===== config.mk =====
export PLATFORM = sky130hd
export DESIGN_NAME = pwm_pulse_monitor
export DESIGN_NICKNAME = d
export VERILOG_FILES = /design/src/rtl/pwm_pulse_monitor.sv
export SDC_FILE = /design/constraint.sdc
export NUM_CORES = 1
export LEC_CHECK = 0
export ABC_AREA = 1
export ABC_CLOCK_PERIOD_IN_PS = 2200
export CAP_MARGIN = 20
export CORE_UTILIZATION = 45
export CTS_BUF_LIST = sky130_fd_sc_hd__clkbuf_16
export CTS_CLUSTER_DIAMETER = 80
export DETAILED_ROUTE_END_ITERATION = 7
export PLACE_DENSITY = 0.65
export SLEW_MARGIN = 20
export SYNTH_ARGS = -nofsm -noshare
export SYNTH_HDL_FRONTEND = slang
export SYNTH_SLANG_ARGS = --single-unit

===== constraint.sdc =====
create_clock -name clk -period 2.2 [get_ports clk]
set_input_delay 0.22 -clock clk [delete_from_list [all_inputs] [get_ports clk]]
set_output_delay 0.22 -clock clk [all_outputs]
set_load 0.02 [all_outputs]

===== src/rtl/pwm_pulse_monitor.sv =====
// pwm_pulse_monitor: resynchronizes and deglitches a PWM line, measures each
// pulse's high time and rise-to-rise period in ticks, classifies it as
// short/long, publishes results over valid/ready and flags loss of signal.
module pwm_pulse_monitor #(
    parameter int CLK_DIV = 2400,
    parameter int CNT_W   = 10,
    parameter int FILT    = 3,
    parameter int THRESH  = 10,
    parameter int TIMEOUT = 1000
) (
    input  logic             clk,
    input  logic             rst,
    input  logic             pwm_in,
    output logic             out_valid,
    input  logic             out_ready,
    output logic [CNT_W-1:0] high_ticks,
    output logic [CNT_W-1:0] period_ticks,
    output logic             is_long,
    output logic             timeout,
    output logic             overrun
);

    localparam int DIV_W = (CLK_DIV > 1) ? $clog2(CLK_DIV) : 1;
    localparam int FLT_W = (FILT > 1) ? $clog2(FILT + 1) : 1;
    localparam int TO_W  = $clog2(TIMEOUT + 1);

    localparam logic [CNT_W-1:0] CNT_MAX  = '1;
    localparam logic [DIV_W-1:0] DIV_LAST = DIV_W'(CLK_DIV - 1);
    localparam logic [FLT_W-1:0] FLT_LAST = FLT_W'(FILT - 1);
    localparam logic [TO_W-1:0]  TO_LIM   = TO_W'(TIMEOUT);

    typedef enum logic [1:0] {
        S_IDLE = 2'd0,
        S_HIGH = 2'd1,
        S_LOW  = 2'd2
    } state_t;

    // Front end
    logic             sync1_q, sync1_d;
    logic             sync2_q, sync2_d;
    logic [FLT_W-1:0] fcnt_q, fcnt_d;
    logic             f_q, f_d;
    logic             f_dly_q, f_dly_d;
    logic             rise, fall;

    // Tick divider and counters
    logic [DIV_W-1:0] div_q, div_d;
    logic             tick;
    logic [CNT_W-1:0] hcnt_q, hcnt_d, hcnt_inc;
    logic [CNT_W-1:0] pcnt_q, pcnt_d, pcnt_inc;
    logic [TO_W-1:0]  scnt_q, scnt_d, scnt_inc;
    logic             to_hit;

    // Measurement state machine
    state_t           state_q, state_d;
    logic [CNT_W-1:0] h_lat_q, h_lat_d;
    logic             publish;

    // Output holding registers
    logic             out_valid_q, out_valid_d;
    logic [CNT_W-1:0] high_q, high_d;
    logic [CNT_W-1:0] period_q, period_d;
    logic             long_q, long_d;
    logic             timeout_q, timeout_d;
    logic             overrun_q, overrun_d;
    logic             accept;

    // Synchronizer, level filter and edge detection of the filtered level
    always_comb begin
        // NOTE: every comb output gets a default first so no path leaves it unassigned (no latch).
        sync1_d = pwm_in;
        sync2_d = sync1_q;
        f_d     = f_q;
        fcnt_d  = '0;
        if (sync2_q != f_q) begin
            if (fcnt_q == FLT_LAST) begin
                f_d = sync2_q;
            end else begin
                fcnt_d = fcnt_q + 1'b1;
            end
        end
        f_dly_d = f_q;
        rise    = f_q & ~f_dly_q;
        fall    = ~f_q & f_dly_q;
    end

    // Tick divider realigned on every rise; saturating tick counters
    always_comb begin
        tick  = (div_q == DIV_LAST);
        div_d = tick ? '0 : div_q + 1'b1;
        if (rise) begin
            div_d = '0;
        end

        hcnt_inc = (tick && hcnt_q != CNT_MAX) ? hcnt_q + 1'b1 : hcnt_q;
        pcnt_inc = (tick && pcnt_q != CNT_MAX) ? pcnt_q + 1'b1 : pcnt_q;
        scnt_inc = (tick && scnt_q != TO_LIM) ? scnt_q + 1'b1 : scnt_q;

        hcnt_d = rise ? '0 : hcnt_inc;
        pcnt_d = rise ? '0 : pcnt_inc;
        scnt_d = (rise || fall) ? '0 : scnt_inc;

        // An edge in the same cycle beats the timeout.
        to_hit = (scnt_inc == TO_LIM) && !rise && !fall;
    end

    // Next-state logic: IDLE waits for a rise, HIGH latches the high time, LOW publishes
    always_comb begin
        state_d   = state_q;
        h_lat_d   = h_lat_q;
        timeout_d = timeout_q;
        publish   = 1'b0;
        if (rise) begin
            timeout_d = 1'b0;
        end
        unique case (state_q)
            S_IDLE: begin
                if (rise) begin
                    state_d = S_HIGH;
                end
            end
            S_HIGH: begin
                if (fall) begin
                    h_lat_d = hcnt_inc;
                    state_d = S_LOW;
                end else if (to_hit) begin
                    timeout_d = 1'b1;
                    state_d   = S_IDLE;
                end
            end
            S_LOW: begin
                if (rise) begin
                    publish = 1'b1;
                    state_d = S_HIGH;
                end else if (to_hit) begin
                    timeout_d = 1'b1;
                    state_d   = S_IDLE;
                end
            end
            default: begin
                state_d = S_IDLE;
            end
        endcase
    end

    // Output handshake: load on publish when free or being drained, otherwise flag overrun
    always_comb begin
        out_valid_d = out_valid_q;
        high_d      = high_q;
        period_d    = period_q;
        long_d      = long_q;
        overrun_d   = overrun_q;
        accept      = out_valid_q & out_ready;
        if (accept) begin
            out_valid_d = 1'b0;
        end
        if (publish) begin
            if (!out_valid_q || out_ready) begin
                out_valid_d = 1'b1;
                high_d      = h_lat_q;
                period_d    = pcnt_inc;
                long_d      = (int'(h_lat_q) >= THRESH);
            end else begin
                overrun_d = 1'b1;
            end
        end
    end

    // State registers with synchronous active-high reset
    always_ff @(posedge clk) begin
        // NOTE: clocked state uses non-blocking assignments so all flops update from pre-edge values.
        if (rst) begin
            sync1_q     <= 1'b0;
            sync2_q     <= 1'b0;
            fcnt_q      <= '0;
            f_q         <= 1'b0;
            f_dly_q     <= 1'b0;
            div_q       <= '0;
            hcnt_q      <= '0;
            pcnt_q      <= '0;
            scnt_q      <= '0;
            state_q     <= S_IDLE;
            h_lat_q     <= '0;
            out_valid_q <= 1'b0;
            high_q      <= '0;
            period_q    <= '0;
            long_q      <= 1'b0;
            timeout_q   <= 1'b0;
            overrun_q   <= 1'b0;
        end else begin
            sync1_q     <= sync1_d;
            sync2_q     <= sync2_d;
            fcnt_q      <= fcnt_d;
            f_q         <= f_d;
            f_dly_q     <= f_dly_d;
            div_q       <= div_d;
            hcnt_q      <= hcnt_d;
            pcnt_q      <= pcnt_d;
            scnt_q      <= scnt_d;
            state_q     <= state_d;
            h_lat_q     <= h_lat_d;
            out_valid_q <= out_valid_d;
            high_q      <= high_d;
            period_q    <= period_d;
            long_q      <= long_d;
            timeout_q   <= timeout_d;
            overrun_q   <= overrun_d;
        end
    end

    assign out_valid    = out_valid_q;
    assign high_ticks   = high_q;
    assign period_ticks = period_q;
    assign is_long      = long_q;
    assign timeout      = timeout_q;
    assign overrun      = overrun_q;

endmodule


=== Word-level counts from Yosys, hierarchy flattened ===
Index checks and enable logic that the tools add are counted.

* Add/subtract/negate cells: 5
* Muxes and demuxes: 18
* Bitwise gates (word level): 7
* $lt $le $gt $ge: 1
* Equal/unequal tests: 10
* Reductions and logical operators: 19

{| class="wikitable"
|+ Operators by type and width
! kind !! number
|-
| $add A10 B1 Y10 const B || 3
|-
| $mux W10 || 3
|-
| $ne A10 B10 Y1 const B || 3
|-
| $add A12 B1 Y12 const B || 1
|-
| $eq A12 B12 Y1 const B || 1
|-
| $eq A10 B10 Y1 const B || 1
|-
| $ge A10 B4 Y1 const B || 1
|-
| $mux W1 || 9
|-
| $mux W2 || 4
|-
| $reduce_and A2 Y1 || 4
|-
| $pmux W2 S3 || 1
|-
| $reduce_or A3 Y1 || 2
|-
| $logic_and A1 B1 Y1 || 5
|-
| $eq A2 B2 Y1 const B || 2
|-
| $not A1 Y1 || 4
|-
| $reduce_or A2 Y1 || 2
|-
| $and A1 B1 Y1 || 3
|-
| $logic_not A1 Y1 || 3
|-
| $add A2 B1 Y2 const B || 1
|-
| $eq A2 B1 Y1 const B || 1
|-
| $logic_not A2 Y1 || 1
|-
| $logic_or A1 B1 Y1 || 2
|-
| $ne A2 B2 Y1 const B || 1
|-
| $pmux W1 S2 || 1
|-
| $ne A1 B1 Y1 || 1
|}

* Output and inout port bits: 24
* Flip-flop bits (word level): 84

=== Longest topological paths before layout ===
* Depth in word-level cells: 9
* Depth in mapped cells: 16
* Gate-level depth less buffers: 16

=== Worst setup path after synthesis ===
No wires, ideal clock.

* Path kind: flip-flop to flip-flop
* Start: register div_q[0]
* End: register period_q[7] (netlist: period_ticks[7])
* Library setup time: 0.109 ns
* Required time: 2.091 ns
* Buffers on the path: 0
* Stages on the path, launching flop included: 13
* Slack: 0.481 ns
* Period minus slack after synthesis: 1.719 ns
* Arrival: 1.610 ns
* Cells stage by stage: dfxtp_1 > ha_1 > nand2_2 > nor2_2 > nand2_2 > nor2_8 > o31ai_1 > nor2_1 > nand3_1 > o21ai_1 > nand3_1 > nand2_1 > inv_1

* Cells in the longest elaborated chain, start to end: 3

{| class="wikitable"
|+ RTL lines
! element !! line !! text
|-
| start, declared || 47 || <nowiki>logic [DIV_W-1:0] div_q, div_d;</nowiki>
|-
| start signal, assigned || 196 || <nowiki>div_q <= div_d;</nowiki>
|-
| $eq A12 B12 Y1 || 89 || <nowiki>tick = (div_q == DIV_LAST);</nowiki>
|-
| $logic_and A1 B1 Y1 || 96 || <nowiki>pcnt_inc = (tick && pcnt_q != CNT_MAX) ? pcnt_q + 1'b1 : pcnt_q;</nowiki>
|-
| $mux W10 || 96 ||
|-
| end signal, assigned || 204 || <nowiki>period_q <= period_d;</nowiki>
|-
| end, declared || 62 || <nowiki>logic [CNT_W-1:0] period_q, period_d;</nowiki>
|}

Every way passes these cells.
A chain may end at the register's enable or synchronous reset.

=== Final worst setup path ===
* Start: register div_q[0]
* End: register state_q[1]

* Cells in the longest elaborated chain, start to end: 9
* Elaborated cells on any way between the ends: 10

{| class="wikitable"
|+ RTL lines
! element !! line !! text
|-
| $eq A12 B12 Y1 (*) || 89 ||
|-
| $logic_and A1 B1 Y1 (*) || 97 || <nowiki>scnt_inc = (tick && scnt_q != TO_LIM) ? scnt_q + 1'b1 : scnt_q;</nowiki>
|-
| $mux W10 (*) || 97 ||
|-
| $eq A10 B10 Y1 (*) || 104 || <nowiki>to_hit = (scnt_inc == TO_LIM) && !rise && !fall;</nowiki>
|-
| $logic_and A1 B1 Y1 (*) (2 in series) || 104 ||
|-
| $mux W2 (*) || - ||
|-
| $mux W2 (on tied branches) || - ||
|-
| $pmux W2 S3 (*) || - ||
|-
| end signal, assigned || 200 || <nowiki>state_q <= state_d;</nowiki>
|-
| end, declared || 55 || <nowiki>state_t state_q, state_d;</nowiki>
|}

Mark *: on every way between the ends. The rest lies on a longest branch, timed or not.

==> flow_summary.toml <==
[worst_setup_path]
cp-start-kind = "register"
r2r_cells = 14
cp-end-kind = "register"
critical_path_required_ns = 2.41
crit_fanout = 7
timing.rr.end = "state_q[1]"
r2r_slack_ns = 0.22
worstSetupPathType = "reg -> reg"
crit_arrival_ns = 2.20
timing.rr.start = "div_q[0]"

[timing]
relSlewSlack_pct = 57.0
fin_skew_ns = 0.00530
final-setup-viol-count = 0
finalCritPeriodShare_pct = 90.1
timing_hold_violations_final = 0
tightest_slew_ns = 0.643
slew_viol_final = 0
fmax_mhz = 504
min_period_ns = 1.98
rsz0062_at_grt = "false"
fin_ws_ns = 0.217
setup_tns_ns = 0

[yosys]
synth_ff_type = "dfxtp_1"
synth_top_area_cell = "dfxtp_1"
syn_area_mm2 = 0.00404
synth.most_common_cell = "nand2_1"
synth_top_area_share_pct = 41.6
synth_enable_flop_cells = 0
synthesis.nets = 572
netlist_instances = 556
postSynth.asyncResetShare_pct = 0
syn_area_per_cell_um2 = 7.27
yosysWarnings = 0
ys_ff_latch = 84
synth.distinct_cells = 38
yosys-top-cells-area = "dfxtp_1 (42%), nand2_1 (9.8%), inv_1 (8.3%)"
yosysSeqAreaShare_pct = 41.6
synthTopCellsByCount = "nand2_1 (105), inv_1 (89), dfxtp_1 (84)"

[power]
peakVddDrop_mv = 0.437
power_mw = 3.09
pwr_density_cell_mw_per_mm2 = 653
total_leakage_power_nw = 2.05

[global_routing]
grt_pass1_vias = 3258
grt_max_degree = 23
grt_overflow = 0
grt_pass1_wl_um = 14300
antenna_found_initial = 0
grt_usage_pct = 18.7

[placement]
dpl.cell_count = 685
dp_worst_setup_slack_ns = 0.238
gp_congestion = 0.849
io_buffers = 27
dp_hpwl_um = 5900

[layout]
stdcell_count = 700
multiInputGateArea_mm2 = 0.00193
drive_gt1_share_pct = 9.97
antenna_cells = 0
nFillCells = 793
seqCellArea_mm2 = 0.00168
nets = 604
area_growth_pct = 17.1

[route]
wl_per_cell_um = 11.7
wl_um = 8190
viasPerCell = 4.80
postRouteAntennaNets = 0
dr_total_vias = 3362
drc_errors = 0
dr.pass1.iters = 4
drt_iter0_markers = 116

[clocking]
cts_max_level = 3
clockBufferDepth = 2
cts_resized = 0
clockRootBuffer = "clkbuf_16"
cts-buffers-inserted = 9
cts.sinks = 84
cts_hold_buf = 0
cts_setup_buffers = 0
clk_latency_ns = 0.33
cts_tree = "yes"
clkTransAtPathRegs_ns = 0.06

[min_path]
hp-start = "sync1_q"
hold_path_depth = 2
hp-class = "reg -> reg"
hold_end = "sync2_q"

[run_status]
status = "completed"

[floorplan]
start_util_pct = 46.3
num_rows = 34
die_x_um = 96.8
die_h_um = 96.8
dieArea_mm2 = 0.00936
fp.coreArea_mm2 = 0.00872
io_pins = 28

[flow_run]
maxCapViolCount = 0
-- worst max-delay path, cell delays in order, from the launching register on --
cell and delay [ns]:
dfxtp_1 0.35, ha_1 0.19, nand2_2 0.07, nor2_2 0.17, nand2_2 0.12, nor2_8 0.18, nand3_1 0.10, nand2_1 0.11
nand2_1 0.06, nor2_1 0.15, nand3_2 0.12, nand2_1 0.07, nand2_1 0.05, nand2_1 0.08, a21oi_1 0.05
-- metrics by stage --
step	hold slack, ns	util, %	area (um2)
2_1_floorplan	0.327	-	4040
3_3_place_gp	0.391	50.9	4440
3_5_place_dp	0.395	50.9	4440
4_1_cts	0.409	54.2	4730
5_1_grt	0.422	54.2	4730
6_report	0.410	54.2	4730
-- cell usage in the layout, fill, tap and decap left out, types with 3 or more instances in the layout --
cell / count
inv_2: 9
xnor2_1: 5
nand3_1: 19
o21ai_0: 22
nor3_1: 9
o21ai_1: 7
buf_4: 6
clkbuf_16: 9
o211ai_1: 7
dfxtp_1: 84
nand2_1: 105
inv_1: 89
a21oi_1: 35
nand2_2: 8
nand4_1: 9
ha_1: 12
clkdlybuf4s50_1: 27
nor2_2: 6
nor2_1: 76
xor2_1: 18
clkinvlp_4: 3
-- kinds of logic after synthesis --
kind of cell / Yosys count / synth area share, %
AOI/OAI and AO/OA: 77 / 10.5
xor gates and xnor gates: 23 / 4.99
adders and majority gates: 12 / 3.72
buffers and inverters: 112 / 10.7
DFF: 84 / 41.6
and+or+nand+nor: 248 / 28.5
-- registers in the layout, summed over array words and instances (netlist names), 2 cells and up --
signal	count
div_q	12
period_ticks	10
state_q	2
high_ticks	10
fcnt_q	2
h_lat_q	10
pcnt_q	10
scnt_q	10
hcnt_q	10
-- per-layer routing --
layer	track usage [%]	part of all wire [%]
met5	0	0
met4	7.00	1.4
met3	4.77	3.9
met2	30.3	46
met1	24.0	49
-- worst max-delay path by stage --
stage / start / end / slack [ns] / cells after the start
after CTS: div_q[0] / period_ticks[7] / 0.19 / 12
after detailed placement: div_q[0] / state_q[1] / 0.24 / 14
after floorplan: div_q[0] / period_ticks[7] / 0.48 / 12
after global routing: div_q[0] / period_ticks[7] / 0.01 / 12
after global placement: div_q[0] / state_q[1] / 0.28 / 14
final: div_q[0] / state_q[1] / 0.22 / 14
-- layout make-up --
class	count	share of cell area, %
clock buffers	9	4.76
clock inverters	6	1.40
inverters	100	7.99
multi-input cells	360	40.8
flip-flops and latches	84	35.5
well taps	108	2.86
repair buffers	33	6.66
-- where the power goes --
group,switching [mW],total [mW],internal [mW],leakage [nW]
combinational,0.0509,0.0765,0.0256,1.24
sequential,0.00696,1.54,1.53,0.677
clock,0.601,1.47,0.872,0.134
Note: power is estimated with default switching activity, not from simulation.
